--- src/rtl/div_unit.sv ---
// div_unit: multi-cycle integer divider for the RISC-V M-extension
// DIV, DIVU, REM and REMU operations.
//
// Restoring shift-subtract, one quotient bit per clock. Divide-by-zero
// and signed overflow finish in one clock without iterating.
//
// Ports:
//   clk, rst       rising-edge clock, asynchronous active-high reset
//   start          launch request, sampled only while idle
//   abort          synchronous cancel of an in-flight operation
//   operand_a/b    dividend / divisor
//   div_sel_*      operation select; priority div > divu > rem > remu
//   busy           high while not idle
//   done           one-cycle pulse, result valid in that cycle
//   result         quotient or remainder (registered, held until next op)
//   div_zero       set with done when the divisor was zero
module div_unit #(
   parameter int WIDTH = 32
) (
   input  logic             clk,
   input  logic             rst,
   input  logic             start,
   input  logic             abort,
   input  logic [WIDTH-1:0] operand_a,
   input  logic [WIDTH-1:0] operand_b,
   input  logic             div_sel_div,
   input  logic             div_sel_divu,
   input  logic             div_sel_rem,
   input  logic             div_sel_remu,
   output logic             busy,
   output logic             done,
   output logic [WIDTH-1:0] result,
   output logic             div_zero
);

   localparam int CW = (WIDTH > 2) ? $clog2(WIDTH) : 1;
   localparam logic [WIDTH-1:0] MOST_NEG = {1'b1, {(WIDTH-1){1'b0}}};

   typedef enum logic [1:0] {
      S_IDLE = 2'd0,
      S_CALC = 2'd1,
      S_DONE = 2'd2
   } state_t;

   state_t           state_q, state_d;
   logic [WIDTH-1:0] rem_q, rem_d;        // running remainder (always < divisor)
   logic [WIDTH-1:0] quo_q, quo_d;        // dividend bits shift out, quotient bits shift in
   logic [WIDTH-1:0] dvs_q, dvs_d;        // divisor magnitude
   logic [CW-1:0]    cnt_q, cnt_d;
   logic             is_rem_q, is_rem_d;
   logic             q_neg_q, q_neg_d;
   logic             r_neg_q, r_neg_d;
   logic [WIDTH-1:0] result_q, result_d;
   logic             div_zero_q, div_zero_d;

   logic             accept_s;
   logic             op_signed_s;
   logic             op_rem_s;
   logic             b_zero_s;
   logic             overflow_s;
   logic             last_iter_s;
   logic [WIDTH:0]   partial_s;           // shifted partial remainder
   logic [WIDTH:0]   trial_s;
   logic [WIDTH-1:0] rem_nxt_s;
   logic [WIDTH-1:0] quo_nxt_s;
   logic [WIDTH-1:0] final_s;

   // Launch decode: abort in IDLE suppresses a same-cycle start.
   always_comb begin
      accept_s    = (state_q == S_IDLE) && start && !abort &&
                    (div_sel_div || div_sel_divu || div_sel_rem || div_sel_remu);
      op_signed_s = div_sel_div || (!div_sel_divu && div_sel_rem);
      op_rem_s    = !div_sel_div && !div_sel_divu;
      b_zero_s    = (operand_b == {WIDTH{1'b0}});
      overflow_s  = op_signed_s && (operand_a == MOST_NEG) && (operand_b == {WIDTH{1'b1}});
      last_iter_s = (cnt_q == CW'(WIDTH-1));
   end

   // One restoring step plus the sign fix-up of its outcome.
   always_comb begin
      partial_s = {rem_q, quo_q[WIDTH-1]};
      trial_s   = partial_s - {1'b0, dvs_q};
      if (!trial_s[WIDTH]) begin
         rem_nxt_s = trial_s[WIDTH-1:0];
         quo_nxt_s = {quo_q[WIDTH-2:0], 1'b1};
      end else begin
         rem_nxt_s = partial_s[WIDTH-1:0];
         quo_nxt_s = {quo_q[WIDTH-2:0], 1'b0};
      end
      // Negating zero gives zero, so a zero remainder keeps its sign.
      if (is_rem_q) begin
         final_s = r_neg_q ? -rem_nxt_s : rem_nxt_s;
      end else begin
         final_s = q_neg_q ? -quo_nxt_s : quo_nxt_s;
      end
   end

   // State register.
   always_ff @(posedge clk or posedge rst) begin
      if (rst) begin
         state_q <= S_IDLE;
      end else begin
         state_q <= state_d;
      end
   end

   // Next-state logic.
   always_comb begin
      state_d = state_q;
      case (state_q)
         S_IDLE: begin
            if (accept_s) begin
               state_d = (b_zero_s || overflow_s) ? S_DONE : S_CALC;
            end else begin
               state_d = S_IDLE;
            end
         end
         S_CALC: begin
            if (abort) begin
               state_d = S_IDLE;
            end else if (last_iter_s) begin
               state_d = S_DONE;
            end else begin
               state_d = S_CALC;
            end
         end
         S_DONE:  state_d = S_IDLE;
         default: state_d = S_IDLE;
      endcase
   end

   // Datapath next values: operand capture, iteration and result update.
   always_comb begin
      rem_d      = rem_q;
      quo_d      = quo_q;
      dvs_d      = dvs_q;
      cnt_d      = cnt_q;
      is_rem_d   = is_rem_q;
      q_neg_d    = q_neg_q;
      r_neg_d    = r_neg_q;
      result_d   = result_q;
      div_zero_d = div_zero_q;
      case (state_q)
         S_IDLE: begin
            if (accept_s) begin
               div_zero_d = 1'b0;
               is_rem_d   = op_rem_s;
               if (b_zero_s) begin
                  div_zero_d = 1'b1;
                  result_d   = op_rem_s ? operand_a : {WIDTH{1'b1}};
               end else if (overflow_s) begin
                  result_d = op_rem_s ? {WIDTH{1'b0}} : operand_a;
               end else begin
                  rem_d   = {WIDTH{1'b0}};
                  quo_d   = (op_signed_s && operand_a[WIDTH-1]) ? -operand_a : operand_a;
                  dvs_d   = (op_signed_s && operand_b[WIDTH-1]) ? -operand_b : operand_b;
                  cnt_d   = {CW{1'b0}};
                  q_neg_d = op_signed_s && (operand_a[WIDTH-1] ^ operand_b[WIDTH-1]);
                  r_neg_d = op_signed_s && operand_a[WIDTH-1];
               end
            end else begin
               cnt_d = cnt_q;
            end
         end
         S_CALC: begin
            if (abort) begin
               cnt_d = {CW{1'b0}};
            end else begin
               rem_d = rem_nxt_s;
               quo_d = quo_nxt_s;
               cnt_d = cnt_q + CW'(1);
               if (last_iter_s) begin
                  result_d = final_s;
               end else begin
                  result_d = result_q;
               end
            end
         end
         S_DONE:  cnt_d = {CW{1'b0}};
         default: cnt_d = {CW{1'b0}};
      endcase
   end

   // Datapath registers.
   always_ff @(posedge clk or posedge rst) begin
      if (rst) begin
         rem_q      <= {WIDTH{1'b0}};
         quo_q      <= {WIDTH{1'b0}};
         dvs_q      <= {WIDTH{1'b0}};
         cnt_q      <= {CW{1'b0}};
         is_rem_q   <= 1'b0;
         q_neg_q    <= 1'b0;
         r_neg_q    <= 1'b0;
         result_q   <= {WIDTH{1'b0}};
         div_zero_q <= 1'b0;
      end else begin
         rem_q      <= rem_d;
         quo_q      <= quo_d;
         dvs_q      <= dvs_d;
         cnt_q      <= cnt_d;
         is_rem_q   <= is_rem_d;
         q_neg_q    <= q_neg_d;
         r_neg_q    <= r_neg_d;
         result_q   <= result_d;
         div_zero_q <= div_zero_d;
      end
   end

   // Outputs decode only registered state.
   always_comb begin
      busy     = (state_q != S_IDLE);
      done     = (state_q == S_DONE);
      result   = result_q;
      div_zero = div_zero_q;
   end

endmodule

--- config.mk ---
export PLATFORM = sky130hd
export DESIGN_NAME = div_unit
export DESIGN_NICKNAME = d
export VERILOG_FILES = /design/src/rtl/div_unit.sv
export SDC_FILE = /design/constraint.sdc
export NUM_CORES = 1
export LEC_CHECK = 0
export CORE_ASPECT_RATIO = 1.2
export CORE_MARGIN = 3
export CORE_UTILIZATION = 35
export CTS_CLUSTER_DIAMETER = 50
export CTS_CLUSTER_SIZE = 14
export DETAILED_ROUTE_END_ITERATION = 10
export HOLD_SLACK_MARGIN = 0.02
export SYNTH_ARGS = -nofsm -noshare
export SYNTH_HDL_FRONTEND = slang
export SYNTH_SLANG_ARGS = --single-unit
--- constraint.sdc ---
create_clock -name clk -period 6.3 [get_ports clk]
set_input_delay 1.575 -clock clk [delete_from_list [all_inputs] [get_ports clk]]
set_output_delay 1.575 -clock clk [all_outputs]
set_load 0.02 [all_outputs]
; Yosys cells after proc, flatten, opt, wreduce, memory -nomap -nowiden
; Index checks and enable logic that the tools add are counted.
[word_totals]
elab_cells = 93
regBits = 139
[op_classes]
muxes = 36
n_eq_ne = 11
n_reduce_logical = 27
addsub = 6
n_bitwise = 3
[op_table]
columns = cell, n
row1 = $mux W32, 21
row2 = $pmux W32 S2, 3
row3 = $neg A32 Y32, 4
row4 = $eq A32 B32 Y1 const B, 2
row5 = $sub A33 B32 Y33, 1
row6 = $logic_not A32 Y1, 1
row7 = $mux W5, 4
row8 = $logic_and A1 B1 Y1, 10
row9 = $ne A2 B2 Y1 const B, 5
row10 = $pmux W5 S2, 1
row11 = $reduce_and A5 Y1, 2
row12 = $mux W2, 4
row13 = $add A5 B1 Y5 const B, 1
row14 = $eq A5 B5 Y1 const B, 1
row15 = $logic_or A1 B1 Y1, 5
row16 = $pmux W2 S2, 1
row17 = $reduce_and A4 Y1, 1
row18 = $reduce_bool A2 Y1, 2
row19 = $logic_not A1 Y1, 3
row20 = $ne A3 B3 Y1 const B, 1
row21 = $reduce_and A3 Y1, 1
row22 = $eq A2 B1 Y1 const B, 1
row23 = $eq A2 B2 Y1 const B, 1
row24 = $logic_not A2 Y1, 1
row25 = other kinds (4), 6

; Logic depth before layout (Yosys ltp)
[depth]
word_depth = 9
mapped_depth = 25
mapped_depth_nobuf = 23

; Least setup slack after synthesis
; No wires, ideal clock.
[synth_path]
path_type = register to register
startpoint = reg quo_q[31]
endpoint = reg result_q[22], in the netlist result[22]
arrival_ns = 5.257
t_required_ns = 6.182
path_stages_with_launch = 24
setup_time_ns = 0.118
setup_slack_ns = 0.925
period_less_slack_ns = 5.375
path_cell_list = dfrtp_1 inv_1 ha_1 inv_1 fa_1 a211oi_2 o211ai_1 a21oi_2 a211oi_4 o21a_1 buf_6 nor2_2 clkbuf_1 buf_2 mux2i_1 ha_1 inv_1 nor4b_1 nand3_1 and2_0 a2111oi_0 a31o_2 mux2i_1 a21o_1
[synth_between]
elab_chain_len = 8
word_cells_on_any_way = 11
classes_between = add/sub (3) / mux (8)
[synth_lines]
columns = item, line
row1 = start: declaration, 47  ; logic [WIDTH-1:0] quo_q, quo_d;
row2 = start signal: assignment, 188  ; quo_q <= {WIDTH{1'b0}};
row3 = start signal: assignment, 198  ; quo_q <= quo_d;
row4 = $sub A33 B32 Y33, 82  ; trial_s = partial_s - {1'b0, dvs_q};
row5 = $mux W1 or $mux W32 (tied branches), 83  ; if (!trial_s[WIDTH]) begin
row6 = $neg A32 Y32 (on tied branches), "94, 92"
row7 = $mux W32 (on tied branches), "94, 92"
row8 = $mux W32 *, 91  ; if (is_rem_q) begin
row9 = $mux W32 *, 172  ; if (last_iter_s) begin
row10 = $mux W32 *, 166  ; if (abort) begin
row11 = $pmux W32 S2 *, 143  ; case (state_q)
row12 = end signal: assignment, 194  ; result_q <= {WIDTH{1'b0}};
row13 = end signal: assignment, 204  ; result_q <= result_d;
row14 = end: declaration, 53  ; logic [WIDTH-1:0] result_q, result_d;
; Mark *: on every way between the ends. The rest lies on a longest branch, timed or not. The select of a mux whose other input is x is not followed.
; A chain may end at the register's enable or synchronous reset.

; Worst setup path after layout
[layout_path]
startpoint = reg rem_q[17]
endpoint = reg result_q[22], in the netlist result[22]
[layout_between]
elab_chain_len = 8
word_cells_on_any_way = 11
classes_between = add/sub (3) / mux (8)
[layout_lines]
columns = item, line
row1 = start: declaration, 46  ; logic [WIDTH-1:0] rem_q, rem_d;
row2 = start signal: assignment, 187  ; rem_q <= {WIDTH{1'b0}};
row3 = start signal: assignment, 197  ; rem_q <= rem_d;
row4 = $sub A33 B32 Y33, 82
row5 = $mux W1 or $mux W32 (tied branches), 83
row6 = $neg A32 Y32 (on tied branches), "94, 92"
row7 = $mux W32 (on tied branches), "94, 92"
row8 = $mux W32 *, 91
row9 = $mux W32 *, 172
row10 = $mux W32 *, 166
row11 = $pmux W32 S2 *, 143
; Marked as above.

==> qor.yml <==
status: "complete, no violations"
reg2reg_depth: 19
synth_fa_ha_area_share_pct: 4.30
cts_tree: "built"
htreeDepth: 4
first_global_vias: 11184
synthXorXnorAreaFrac_pct: 9.42
hpwlAfterDp_microns: 30000
io_pins: 107
hold_class: "reg -> reg"
finalCriticalPeriod_ns: 5.22
synth_mux_area_share_pct: 3.21
synth_compound_area_share_pct: 27.3
met1Wirelength_microns: 17700
wl_per_cell_microns: 19.2
insertion_delay_ns: 0.44
clk_pin_slew_ns: 0.06
initial_core_util_pct: 35.5
yosys_warnings: 0
rsz0062_at_grt: "no"
synth_enable_flop_cells: 0
end_kind: "register"
overflow: 0
cp-start-kind: "register"
routed.top_layer: "met4"
grt_max_degree: 98
path_common_cell: "ha_1"
postCtsSetupRepairBufs: 0
final.setup.tns_ns: 0
drt_wl_total_microns: 39400
synth_top_family_by_area: "compound AO/OA/AOI/OAI gates"
syn_area_sq_um: 11800
core-area_sq_um: 33200
vias_per_cell: 5.71
dp_cells: 2024
fmax_mhz: 192
portBuffers: 106
yosys.area_share.simple_pct: 21.4
nets: 1705
syn_nets: 1647
num_vias: 11736
arrival_ns: 5.59
whs_endpoint: "cnt_q[3]"
worst_slack_ns: 1.08
worst_slew_pin_slew_ns: 1.16
holdPathStages: 1
min_period_over_period_pct: 82.8
p_per_area_nw_per_um2: 254
hold_viol: 0
setup_viol: 0
r2r_start: "rem_q[17]"
die_y_microns: 207
final_util_pct: 41.8
grt.total_usage_pct: 21.6
hp-start: "cnt_q[3]"
ys_ff_latch: 139
first_pass_iters: 5
dieArea_sq_um: 36000
worst_path_largest_cell_delay_ns: 0.53
synthCells: 1535
cts_inserted_buffers: 17
rr_endpoint: "result[22]"
wl_met2_microns: 18600
cp_top_family: "compound AO/OA/AOI/OAI gates"
dr.first_iter.drc_count: 1133
slew_viol_final: 0
die_x_microns: 174
worst-path-buf-inv: 2
place_congestion: 0.932
synthFlopType: "dfrtp_1"
insertedDiodeCount: 0
grt_pass1_wl_microns: 62700
avgSynthCellArea_sq_um: 7.69
clockBufferDepth: 2
drcViolationCount: 0
cts_sinks: 139
drive_above_1_share_pct: 5.67
path_max_fanout: 11
cts_resized: 0
cts_hold_buf: 0
antenna_left: 0
root_buffer: "clkbuf_16"
fillerInstances: 3449
fin_cells: 2055
core.rowCount: 73
reg2reg_slack_ns: 1.08
cp_cell_sequence: "ha_1 -> nand2_1 -> o21ai_2 -> a2111oi_4 -> o31ai_2 -> o21a_1 -> nor2_4 -> inv_2 -> nor2_1 -> a21oi_1 -> ha_1 -> inv_1 -> nor4b_1 -> nand3_1 -> and2_0 -> a2111oi_0 -> a31o_2 -> mux2i_1 -> a21o_1"
critical_path_class: "reg -> reg"
area_growth_syn_to_layout_pct: 17.6
ys_seq_area_share_pct: 29.5
place_ws_ns: 0.820
crit_start: "rem_q[17]"
required_ns: 6.68
async_flop_share_pct: 100
clock-skew-final_ns: 0.0124
route.met3.wl_microns: 1600
relSlewSlack_pct: 22.7
antenna_found_initial: 0
peakVddDrop_v: 0.000175
maxCapViolations: 0
power_mw: 3.52
synth_cell_type_count: 83
leakage_nw: 5.50
crit_slowest_cell: "ha_1"
[per-layer routing]
layer / up-vias / track usage (%)
met4: 0 / 9.41
li1: 5732 / -
met3: 67 / 2.46
met2: 361 / 35.0
met5: - / 0
met1: 5576 / 29.1
[area by class of cell]
type                            count  area [sq um]  share of cell area (%)
Clock buffer                       24           482                    3.47
Sequential cell                   139          3480                    25.1
Clock inverter                      7           114                   0.820
Tap cell                          450           563                    4.05
Timing Repair Buffer              129          1250                    8.97
Inverter                           56           215                    1.55
Multi-Input combinational cell   1250          7790                    56.1
[worst reg2reg max path: stages, from the launching register on]
cell and delay [ns]:
dfrtp_1 0.47, ha_1 0.53, nand2_1 0.16, o21ai_2 0.33
a2111oi_4 0.13, o31ai_2 0.49, o21a_1 0.27, nor2_4 0.09
inv_2 0.20, nor2_1 0.07, a21oi_1 0.20, ha_1 0.18
inv_1 0.08, nor4b_1 0.44, nand3_1 0.18, and2_0 0.25
a2111oi_0 0.52, a31o_2 0.27, mux2i_1 0.19, a21o_1 0.11
[report_power, final]
group | internal, mW | switching [mW] | leakage [nW]
sequential | 1.01 | 0.137 | 1.82
clock | 0.650 | 0.388 | 0.294
combinational | 0.501 | 0.829 | 3.38
total | 2.17 | 1.35 | 5.50
[state kept, by name, summed over array words and instances (netlist names)]
| name | flops |
|---|---|
| cnt_q | 5 |
| div_zero | 1 |
| dvs_q | 32 |
| is_rem_q | 1 |
| q_neg_q | 1 |
| quo_q | 32 |
| r_neg_q | 1 |
| rem_q | 32 |
| result | 32 |
| state_q | 2 |
[worst max-delay path by stage]
stage | cells past startpoint | to
finish | 19 | result[22]
global route | 22 | result[22]
CTS | 22 | result[22]
detailed placement | 15 | result[22]
global placement | 15 | result[22]
floorplan | 23 | result[22]
[through the flow]
step,instance area (sq um),hold WS (ns)
4_1_cts,13900,0.483
3_3_place_gp,13300,0.462
6_report,13900,0.477
2_1_floorplan,11800,0.442
5_1_grt,13900,0.508
3_5_place_dp,13300,0.463
[synthesized netlist by cell type (25+ instances only)]
cell	count	area (sq um)
o22ai_1	34	213
xor2_1	55	482
clkbuf_1	75	282
a21oi_1	126	631
nor2_1	148	556
nand2_1	178	668
o31ai_1	26	195
dfrtp_1	139	3480
mux2i_1	30	300
nand4_1	25	156
xnor2_1	72	631
nor3_1	30	150
o21ai_0	144	721
ha_1	39	488
inv_1	54	203
[cells in the final DEF (no fill, tap or decap), types with 18 or more instances in the layout]
| cell type | count |
|---|---|
| mux2i_1 | 30 |
| inv_1 | 53 |
| nor4_1 | 19 |
| o211ai_1 | 23 |
| clkdlybuf4s50_1 | 106 |
| xnor2_1 | 72 |
| o31ai_1 | 26 |
| nor3_1 | 30 |
| o21ai_0 | 144 |
| o21ai_1 | 18 |
| nand4_1 | 25 |
| nand2_1 | 178 |
| nor2_1 | 146 |
| a21oi_1 | 125 |
| nand3_1 | 23 |
| dfrtp_1 | 138 |
| a31oi_1 | 24 |
| ha_1 | 39 |
| o22ai_1 | 34 |
| buf_4 | 22 |
| xor2_1 | 55 |
| or3_1 | 19 |
[kinds of logic (layout without fill, tap and decap cells)]
logic type,count (synthesis),count (layout)
compound gates,515,515
flops,139,139
simple gates,531,531
buf+inv,146,216
fa+ha+maj,40,40
mux,37,37
xor+xnor,127,127
Power figures use the tool's default switching activity.
